===== src/rtl/spi_slave_burst.sv =====
// SPI mode-0 slave with byte FIFOs in both directions and a five-register CPU window.
// SPI pins are resynchronised into clk_i; every SPI event comes from those synchronised copies.
module spi_slave_burst #(
    parameter int unsigned BaseAddress   = 0,
    parameter int unsigned FifoDepthLog2 = 4,
    parameter int unsigned address_width = 16,
    parameter int unsigned data_width    = 8
) (
    input  logic                     clk_i,
    input  logic                     reset_ni,
    input  logic [address_width-1:0] address_i,
    input  logic [data_width-1:0]    data_i,
    output logic [data_width-1:0]    data_o,
    input  logic                     rd_wr_i,
    input  logic                     spi_clk_i,
    input  logic                     spi_mosi_i,
    input  logic                     spi_sync_ni,
    output logic                     spi_miso_o,
    output logic                     spi_miso_oe_o
);
    localparam int unsigned Depth = 1 << FifoDepthLog2;
    localparam int unsigned Aw    = FifoDepthLog2;
    localparam int unsigned Cw    = FifoDepthLog2 + 1;

    typedef enum logic {IDLE, SHIFT} state_t;

    logic         r_sclk_q1, r_sclk_q2, r_sclk_q3;
    logic         r_mosi_q1, r_mosi_q2;
    logic         r_sync_q1, r_sync_q2, r_sync_q3;
    logic [1:0]   r_sync_vld;
    logic         r_sync_armed;
    state_t       r_state;
    logic [2:0]   r_bit_cnt;
    logic [7:0]   r_rx_sr, r_tx_sr;
    logic         r_byte_done, r_got_byte;
    logic [7:0]   r_frame_cnt;
    logic         r_rx_ovf, r_tx_unr;
    logic [7:0]   r_rx_mem [Depth];
    logic [7:0]   r_tx_mem [Depth];
    logic [Aw-1:0] r_rx_wr, r_rx_rd, r_tx_wr, r_tx_rd;
    logic [Cw-1:0] r_rx_cnt, r_tx_cnt;

    logic w_sclk_rise, w_sclk_fall, w_sync_fall, w_sync_rise;
    logic w_rx_empty, w_rx_full, w_tx_empty, w_tx_full;
    logic w_rx_push, w_rx_push_ok, w_rx_pop, w_tx_push_ok, w_tx_pop, w_tx_pop_ok;
    logic w_sel_wb, w_sel_rb, w_sel_st, w_sel_ct, w_sel_fc;
    logic w_ctrl_wr, w_flush, w_frame_active;
    logic [7:0] w_rx_byte, w_tx_head, w_rd_data;

    // Synchronisers; sync only arms once a genuine high level has crossed the chain after reset
    always_ff @(posedge clk_i or negedge reset_ni) begin
        if (!reset_ni) begin
            r_sclk_q1 <= 1'b0; r_sclk_q2 <= 1'b0; r_sclk_q3 <= 1'b0;
            r_mosi_q1 <= 1'b0; r_mosi_q2 <= 1'b0;
            r_sync_q1 <= 1'b1; r_sync_q2 <= 1'b1; r_sync_q3 <= 1'b1;
            r_sync_vld   <= 2'b00;
            r_sync_armed <= 1'b0;
        end else begin
            r_sclk_q1 <= spi_clk_i;   r_sclk_q2 <= r_sclk_q1; r_sclk_q3 <= r_sclk_q2;
            r_mosi_q1 <= spi_mosi_i;  r_mosi_q2 <= r_mosi_q1;
            r_sync_q1 <= spi_sync_ni; r_sync_q2 <= r_sync_q1; r_sync_q3 <= r_sync_q2;
            r_sync_vld   <= {r_sync_vld[0], 1'b1};
            r_sync_armed <= r_sync_armed | (r_sync_vld[1] & r_sync_q2);
        end
    end

    assign w_sclk_rise    = r_sclk_q2 & ~r_sclk_q3;
    assign w_sclk_fall    = ~r_sclk_q2 & r_sclk_q3;
    assign w_sync_fall    = r_sync_armed & r_sync_q3 & ~r_sync_q2;
    assign w_sync_rise    = r_sync_q2 & ~r_sync_q3;
    assign w_frame_active = (r_state == SHIFT);

    assign w_rx_empty = (r_rx_cnt == '0);
    assign w_rx_full  = (r_rx_cnt == Cw'(Depth));
    assign w_tx_empty = (r_tx_cnt == '0);
    assign w_tx_full  = (r_tx_cnt == Cw'(Depth));
    assign w_tx_head  = w_tx_empty ? 8'h00 : r_tx_mem[r_tx_rd];
    assign w_rx_byte  = {r_rx_sr[6:0], r_mosi_q2};

    assign w_sel_wb = (address_i == address_width'(BaseAddress));
    assign w_sel_rb = (address_i == address_width'(BaseAddress + 32'd1));
    assign w_sel_st = (address_i == address_width'(BaseAddress + 32'd2));
    assign w_sel_ct = (address_i == address_width'(BaseAddress + 32'd3));
    assign w_sel_fc = (address_i == address_width'(BaseAddress + 32'd4));

    assign w_ctrl_wr    = w_sel_ct & rd_wr_i;
    assign w_flush      = w_ctrl_wr & data_i[2] & ~w_frame_active;
    assign w_tx_push_ok = w_sel_wb & rd_wr_i & ~w_tx_full;
    assign w_rx_pop     = w_sel_rb & ~rd_wr_i & ~w_rx_empty;
    assign w_rx_push    = w_frame_active & ~w_sync_rise & w_sclk_rise & (r_bit_cnt == 3'd7);
    assign w_rx_push_ok = w_rx_push & ~w_rx_full;
    assign w_tx_pop     = (~w_frame_active & w_sync_fall)
                        | (w_frame_active & ~w_sync_rise & w_sclk_fall & r_byte_done);
    assign w_tx_pop_ok  = w_tx_pop & ~w_tx_empty;

    always_ff @(posedge clk_i) begin
        if (w_rx_push_ok) r_rx_mem[r_rx_wr] <= w_rx_byte;
        if (w_tx_push_ok) r_tx_mem[r_tx_wr] <= data_i[7:0];
    end

    // FIFO pointers and occupancy; simultaneous push and pop both apply
    always_ff @(posedge clk_i or negedge reset_ni) begin
        if (!reset_ni) begin
            r_rx_wr <= '0; r_rx_rd <= '0; r_rx_cnt <= '0;
            r_tx_wr <= '0; r_tx_rd <= '0; r_tx_cnt <= '0;
        end else if (w_flush) begin
            r_rx_wr <= '0; r_rx_rd <= '0; r_rx_cnt <= '0;
            r_tx_wr <= '0; r_tx_rd <= '0; r_tx_cnt <= '0;
        end else begin
            if (w_rx_push_ok) r_rx_wr <= r_rx_wr + Aw'(1);
            if (w_rx_pop)     r_rx_rd <= r_rx_rd + Aw'(1);
            r_rx_cnt <= r_rx_cnt + Cw'(w_rx_push_ok) - Cw'(w_rx_pop);
            if (w_tx_push_ok) r_tx_wr <= r_tx_wr + Aw'(1);
            if (w_tx_pop_ok)  r_tx_rd <= r_tx_rd + Aw'(1);
            r_tx_cnt <= r_tx_cnt + Cw'(w_tx_push_ok) - Cw'(w_tx_pop_ok);
        end
    end

    always_ff @(posedge clk_i or negedge reset_ni) begin
        if (!reset_ni) begin
            r_rx_ovf <= 1'b0;
            r_tx_unr <= 1'b0;
        end else begin
            r_rx_ovf <= (r_rx_ovf & ~(w_ctrl_wr & data_i[0])) | (w_rx_push & w_rx_full);
            r_tx_unr <= (r_tx_unr & ~(w_ctrl_wr & data_i[1])) | (w_tx_pop & w_tx_empty);
        end
    end

    // Frame engine: sample on SCLK rise, shift MISO on SCLK fall
    always_ff @(posedge clk_i or negedge reset_ni) begin
        if (!reset_ni) begin
            r_state       <= IDLE;
            r_bit_cnt     <= 3'd0;
            r_rx_sr       <= 8'h00;
            r_tx_sr       <= 8'h00;
            r_byte_done   <= 1'b0;
            r_got_byte    <= 1'b0;
            r_frame_cnt   <= 8'h00;
            spi_miso_o    <= 1'b0;
            spi_miso_oe_o <= 1'b0;
        end else begin
            case (r_state)
                IDLE: begin
                    if (w_sync_fall) begin
                        r_state       <= SHIFT;
                        r_tx_sr       <= w_tx_head;
                        spi_miso_o    <= w_tx_head[7];
                        spi_miso_oe_o <= 1'b1;
                        r_bit_cnt     <= 3'd0;
                        r_byte_done   <= 1'b0;
                        r_got_byte    <= 1'b0;
                    end
                end
                SHIFT: begin
                    if (w_sync_rise) begin
                        r_state       <= IDLE;
                        spi_miso_o    <= 1'b0;
                        spi_miso_oe_o <= 1'b0;
                        if (r_got_byte) r_frame_cnt <= r_frame_cnt + 8'd1;
                    end else if (w_sclk_rise) begin
                        r_rx_sr   <= w_rx_byte;
                        r_bit_cnt <= r_bit_cnt + 3'd1;
                        if (r_bit_cnt == 3'd7) begin
                            r_byte_done <= 1'b1;
                            r_got_byte  <= 1'b1;
                        end
                    end else if (w_sclk_fall) begin
                        if (r_byte_done) begin
                            r_tx_sr     <= w_tx_head;
                            spi_miso_o  <= w_tx_head[7];
                            r_byte_done <= 1'b0;
                        end else begin
                            r_tx_sr    <= {r_tx_sr[6:0], 1'b0};
                            spi_miso_o <= r_tx_sr[6];
                        end
                    end
                end
                default: r_state <= IDLE;
            endcase
        end
    end

    always_comb begin
        w_rd_data = 8'h00;
        if (!rd_wr_i) begin
            if (w_sel_rb)      w_rd_data = w_rx_empty ? 8'h00 : r_rx_mem[r_rx_rd];
            else if (w_sel_st) w_rd_data = {3'b000, r_tx_unr, r_rx_ovf, w_frame_active, w_tx_full, w_rx_empty};
            else if (w_sel_fc) w_rd_data = r_frame_cnt;
        end
    end

    always_ff @(posedge clk_i or negedge reset_ni) begin
        if (!reset_ni) data_o <= '0;
        else           data_o <= data_width'(w_rd_data);
    end
endmodule


===== config.mk =====
export PLATFORM = sky130hd
export DESIGN_NAME = spi_slave_burst
export DESIGN_NICKNAME = d
export VERILOG_FILES = /design/src/rtl/spi_slave_burst.sv
export SDC_FILE = /design/constraint.sdc
export NUM_CORES = 1
export LEC_CHECK = 0
export ABC_CLOCK_PERIOD_IN_PS = 3600
export BUFFER_PORTS_ARGS = -buffer_cell sky130_fd_sc_hd__buf_2
export CORE_ASPECT_RATIO = 0.8
export CORE_MARGIN = 8
export CORE_UTILIZATION = 46
export DETAILED_ROUTE_END_ITERATION = 8
export GPL_TIMING_DRIVEN = 0
export PLACE_DENSITY = 0.61
export SLEW_MARGIN = 30
export SYNTH_ARGS = -nofsm -noshare
export SYNTH_HDL_FRONTEND = slang
export SYNTH_SLANG_ARGS = --single-unit

===== constraint.sdc =====
create_clock -name clk_i -period 3.6 [get_ports clk_i]
set_input_delay 0.9 -clock clk_i [delete_from_list [all_inputs] [get_ports clk_i]]
set_output_delay 0.9 -clock clk_i [all_outputs]
set_load 0.02 [all_outputs]

==> results.md <==
* P_leak at 0.00558 µW
* CTS tree: built
* Clk Latency, worst-skew pair at 0.50 ns
* Vert. Die Dim at 170 µm
* Clock slew at reported path FFs at 0.06 ns
* Mapped Area at 13600 µm²
* Netlist cell types at 56
* Met2 Wirelength at 11900 µm
* Fillers at 2301
* Main synth FF type: edfxtp_1
* Cell count after synthesis at 794
* Total CTS buffers at 35
* Hold Crit Class: in2async
* Routed vias/inst at 5.62
* Setup-failing EPs final at 0
* CP arrival at 3.79 ns
* Reg2reg start: r_rx_cnt[2]$_DFF_PN0_
* DP Worst Slack at -0.601 ns
* Crit Path Class: in2reg
* Initial Utilization at 46.6%
* Syn. warnings at 0
* RSZ-0062 raised after global routing: yes
* Buffers on Ports at 39
* Post-layout minimum cycle time at 3.42 ns
* Rows at 56
* Initial antenna violation count at 0
* Worst setup EP type: register
* Share of the synthesized area in the top cell type at 56.5%
* CTS max path bufs at 3
* Post-synth EDFFs at 256
* R2r setup slk at 0.20 ns
* PwrDens at 608 nW/µm²
* FMAX at 293 MHz
* Most numerous cell in the Yosys netlist: edfxtp_1
* Crit path required time at 3.98 ns
* Worst rel slew slack at 35.9%
* Startpoint Class: primary input
* Leading area contributor after synthesis: edfxtp_1
* Slew @ Worst Pin at 0.958 ns
* DRT met1 WL at 14400 µm
* Status: finished, final reports clean
* Clock Tree Root: clkbuf_16
* Die area at 35400 µm²
* Clock Skew at 0.0126 ns
* Vias in the first global route at 7184
* Core area at 29200 µm²
* Crit path max fanout at 10
* Syn_nets at 851
* Total gr overflow at 0
* # DRC at 0
* Max-slew violation count at 0
* Highest layer used for signal routing: met4
* Maxcap violations at 0
* Largest net degree at the start of global routing at 65
* # IOs at 40
* Vias post-DR at 7263
* H-tree lvl count at 2
* Final wirelength at 28600 µm
* Final Util at 53.6%
* Top post-synthesis cells by count: edfxtp_1 (256), dfrtp_1 (74), mux4_2 (61)
* First-pass GRT wire length at 44300 µm
* Post-DRT Antenna Nets at 0
* Ant diodes at 0
* 1st-iter DRT viols at 731
* Period utilization at 95.0%
* Clk sinks at 333
* Die width at 208 µm
* Synth async-reset ratio at 23.1%
* WL/cell at 22.1 µm
* Ratio of cells with drive above 1 in the final layout at 25.5%
* Final-report hold violation count at 0
* FF-to-FF path depth at 15
* GRT Util Overall at 16.3%
* Met3 wire length at 1830 µm
* Area Overhead vs Synth at 15.0%
* Gpl congestion at 0.760
* Dpl hpwl at 19600 µm
* DR pass1 iterations at 4
* Post-route setup slack at 0.182 ns
* FF-to-FF End: r_rx_cnt[4]$_DFF_PN0_
* Number of synthesized register bits at 333
* Hold_buf cts at 0
* Max VDD drop at 0.315 mV
* Synthesized area per cell at 17.1 µm²
* Power, Total at 9520 µW
* Post-layout nets at 949
* Top cells by area, synth: edfxtp_1 (56%), dfrtp_1 (14%), mux4_2 (10%)
* Sequential-to-total area share from yosys stat at 70.7%
worst max-delay path by stage:
stage / startpoint / end / slack (ns)
2_1_floorplan: address_i[13] / r_tx_cnt[4]$_DFF_PN0_ / 0.07
3_3_place_gp: address_i[14] / r_tx_mem[2][1]$_DFFE_PP_ / -1.01
3_5_place_dp: address_i[14] / r_tx_cnt[4]$_DFF_PN0_ / -0.60
4_1_cts: r_rx_cnt[2]$_DFF_PN0_ / r_rx_cnt[4]$_DFF_PN0_ / 0.06
5_1_grt: address_i[14] / r_rx_cnt[4]$_DFF_PN0_ / -0.01
6_report: address_i[14] / r_rx_cnt[4]$_DFF_PN0_ / 0.18
what timing repair did:
| item | CTS | global route |
|---|---|---|
| pin swaps | 1 | 1 |
| resized for setup | 0 | 3 |
| buffers inserted | 2 | 3 |
| gates cloned | 0 | 0 |
| setup endpoints to repair | 1 | 2 |
report_power, final:
| part | internal, µW | switching [µW] |
|---|---|---|
| Clock | 1940 | 1420 |
| Combinational | 683 | 767 |
| Sequential | 4450 | 262 |
| Total | 7080 | 2440 |
flip-flops by register name, summed over array words and instances (netlist names), 2 cells and up:
name	cells
r_tx_sr	7
r_sync_vld	2
r_frame_cnt	8
data_o	8
r_tx_cnt	5
r_rx_rd	4
r_rx_sr	7
r_bit_cnt	3
r_tx_mem	128
r_tx_rd	4
r_rx_cnt	5
r_rx_mem	128
r_tx_wr	4
r_rx_wr	4
through the flow:
step	hold WS (ns)	setup TNS, ns	cell area, µm²	instances
final	0.213	0	15600	1293
after global placement	0.332	-75.84	14300	1210
after floorplan	0.331	0	13600	794
after detailed placement	0.337	-4.90	14500	1228
after global routing	0.203	-0.0110	15600	1293
after CTS	0.198	0	15600	1291
per-layer routing:
layer  GRT usage [%]  up-vias
met5               0        -
met4            3.64        0
met3            3.11       30
met2            22.7      208
met1            26.0     3722
li1                -     3303
logic make-up (layout without fill, tap and decap cells):
group	after synthesis	after routing	share of synthesized area, %
compound gates	87	87	4.56
flops	333	333	70.7
buf+inv	66	188	2.05
mux	83	83	11.8
xor+xnor	21	21	1.35
simple gates	176	176	6.97
other cells	1	1	0.0276
fa+ha+maj	27	27	2.59
critical path, stage by stage:
cell      delay (ns)
buf_2           0.09
nor4_1          0.32
nand3_2         0.22
nor4bb_2        0.32
buf_2           0.24
buf_2           0.26
ha_1            0.27
inv_1           0.06
ha_1            0.17
inv_1           0.07
fa_1            0.43
inv_1           0.07
a21oi_1         0.06
nor2_1          0.13
or3_1           0.13
a21oi_1         0.06
area by class of cell:
cell class	count	area [µm²]	area share [%]
tap	377	472	3.01
timing repair buffer	62	359	2.29
clock buffer	44	952	6.08
buffer	34	159	1.02
inverter	31	116	0.744
clock inverter	17	106	0.680
multi-input combinational	395	3870	24.7
sequential	333	9620	61.5
cells in the final DEF, fill, tap and decap left out, types with 3 or more instances in the layout:
| cell | synthesis | final |
|---|---|---|
| a221o_1 | 6 | 6 |
| or3_1 | 4 | 4 |
| o21ai_0 | 14 | 14 |
| buf_4 | 3 | 11 |
| buf_1 | 3 | 3 |
| nor2_1 | 36 | 34 |
| clkinv_1 | 0 | 6 |
| edfxtp_1 | 256 | 256 |
| inv_1 | 29 | 29 |
| nand2_1 | 34 | 34 |
| dfstp_2 | 3 | 3 |
| mux2i_1 | 14 | 14 |
| nand3_1 | 24 | 24 |
| ha_1 | 25 | 25 |
| xnor2_1 | 13 | 13 |
| mux4_2 | 61 | 61 |
| clkbuf_16 | 0 | 37 |
| a22o_1 | 18 | 18 |
| dfrtp_1 | 74 | 74 |
| nand2b_1 | 4 | 4 |
| xor2_1 | 8 | 8 |
| and2_1 | 6 | 6 |
| nor3_1 | 12 | 4 |
| buf_2 | 15 | 67 |
| and3_1 | 10 | 10 |
| nor2b_1 | 11 | 11 |
| clkbuf_1 | 13 | 19 |
| nand4_1 | 3 | 3 |
| clkinv_2 | 0 | 8 |
| a21oi_1 | 16 | 16 |
| a22oi_1 | 17 | 17 |
| a21o_1 | 4 | 4 |
| nor4_2 | 1 | 13 |
| nor3_2 | 0 | 8 |
| mux2_2 | 8 | 8 |
(Power assumes the default switching activity.)
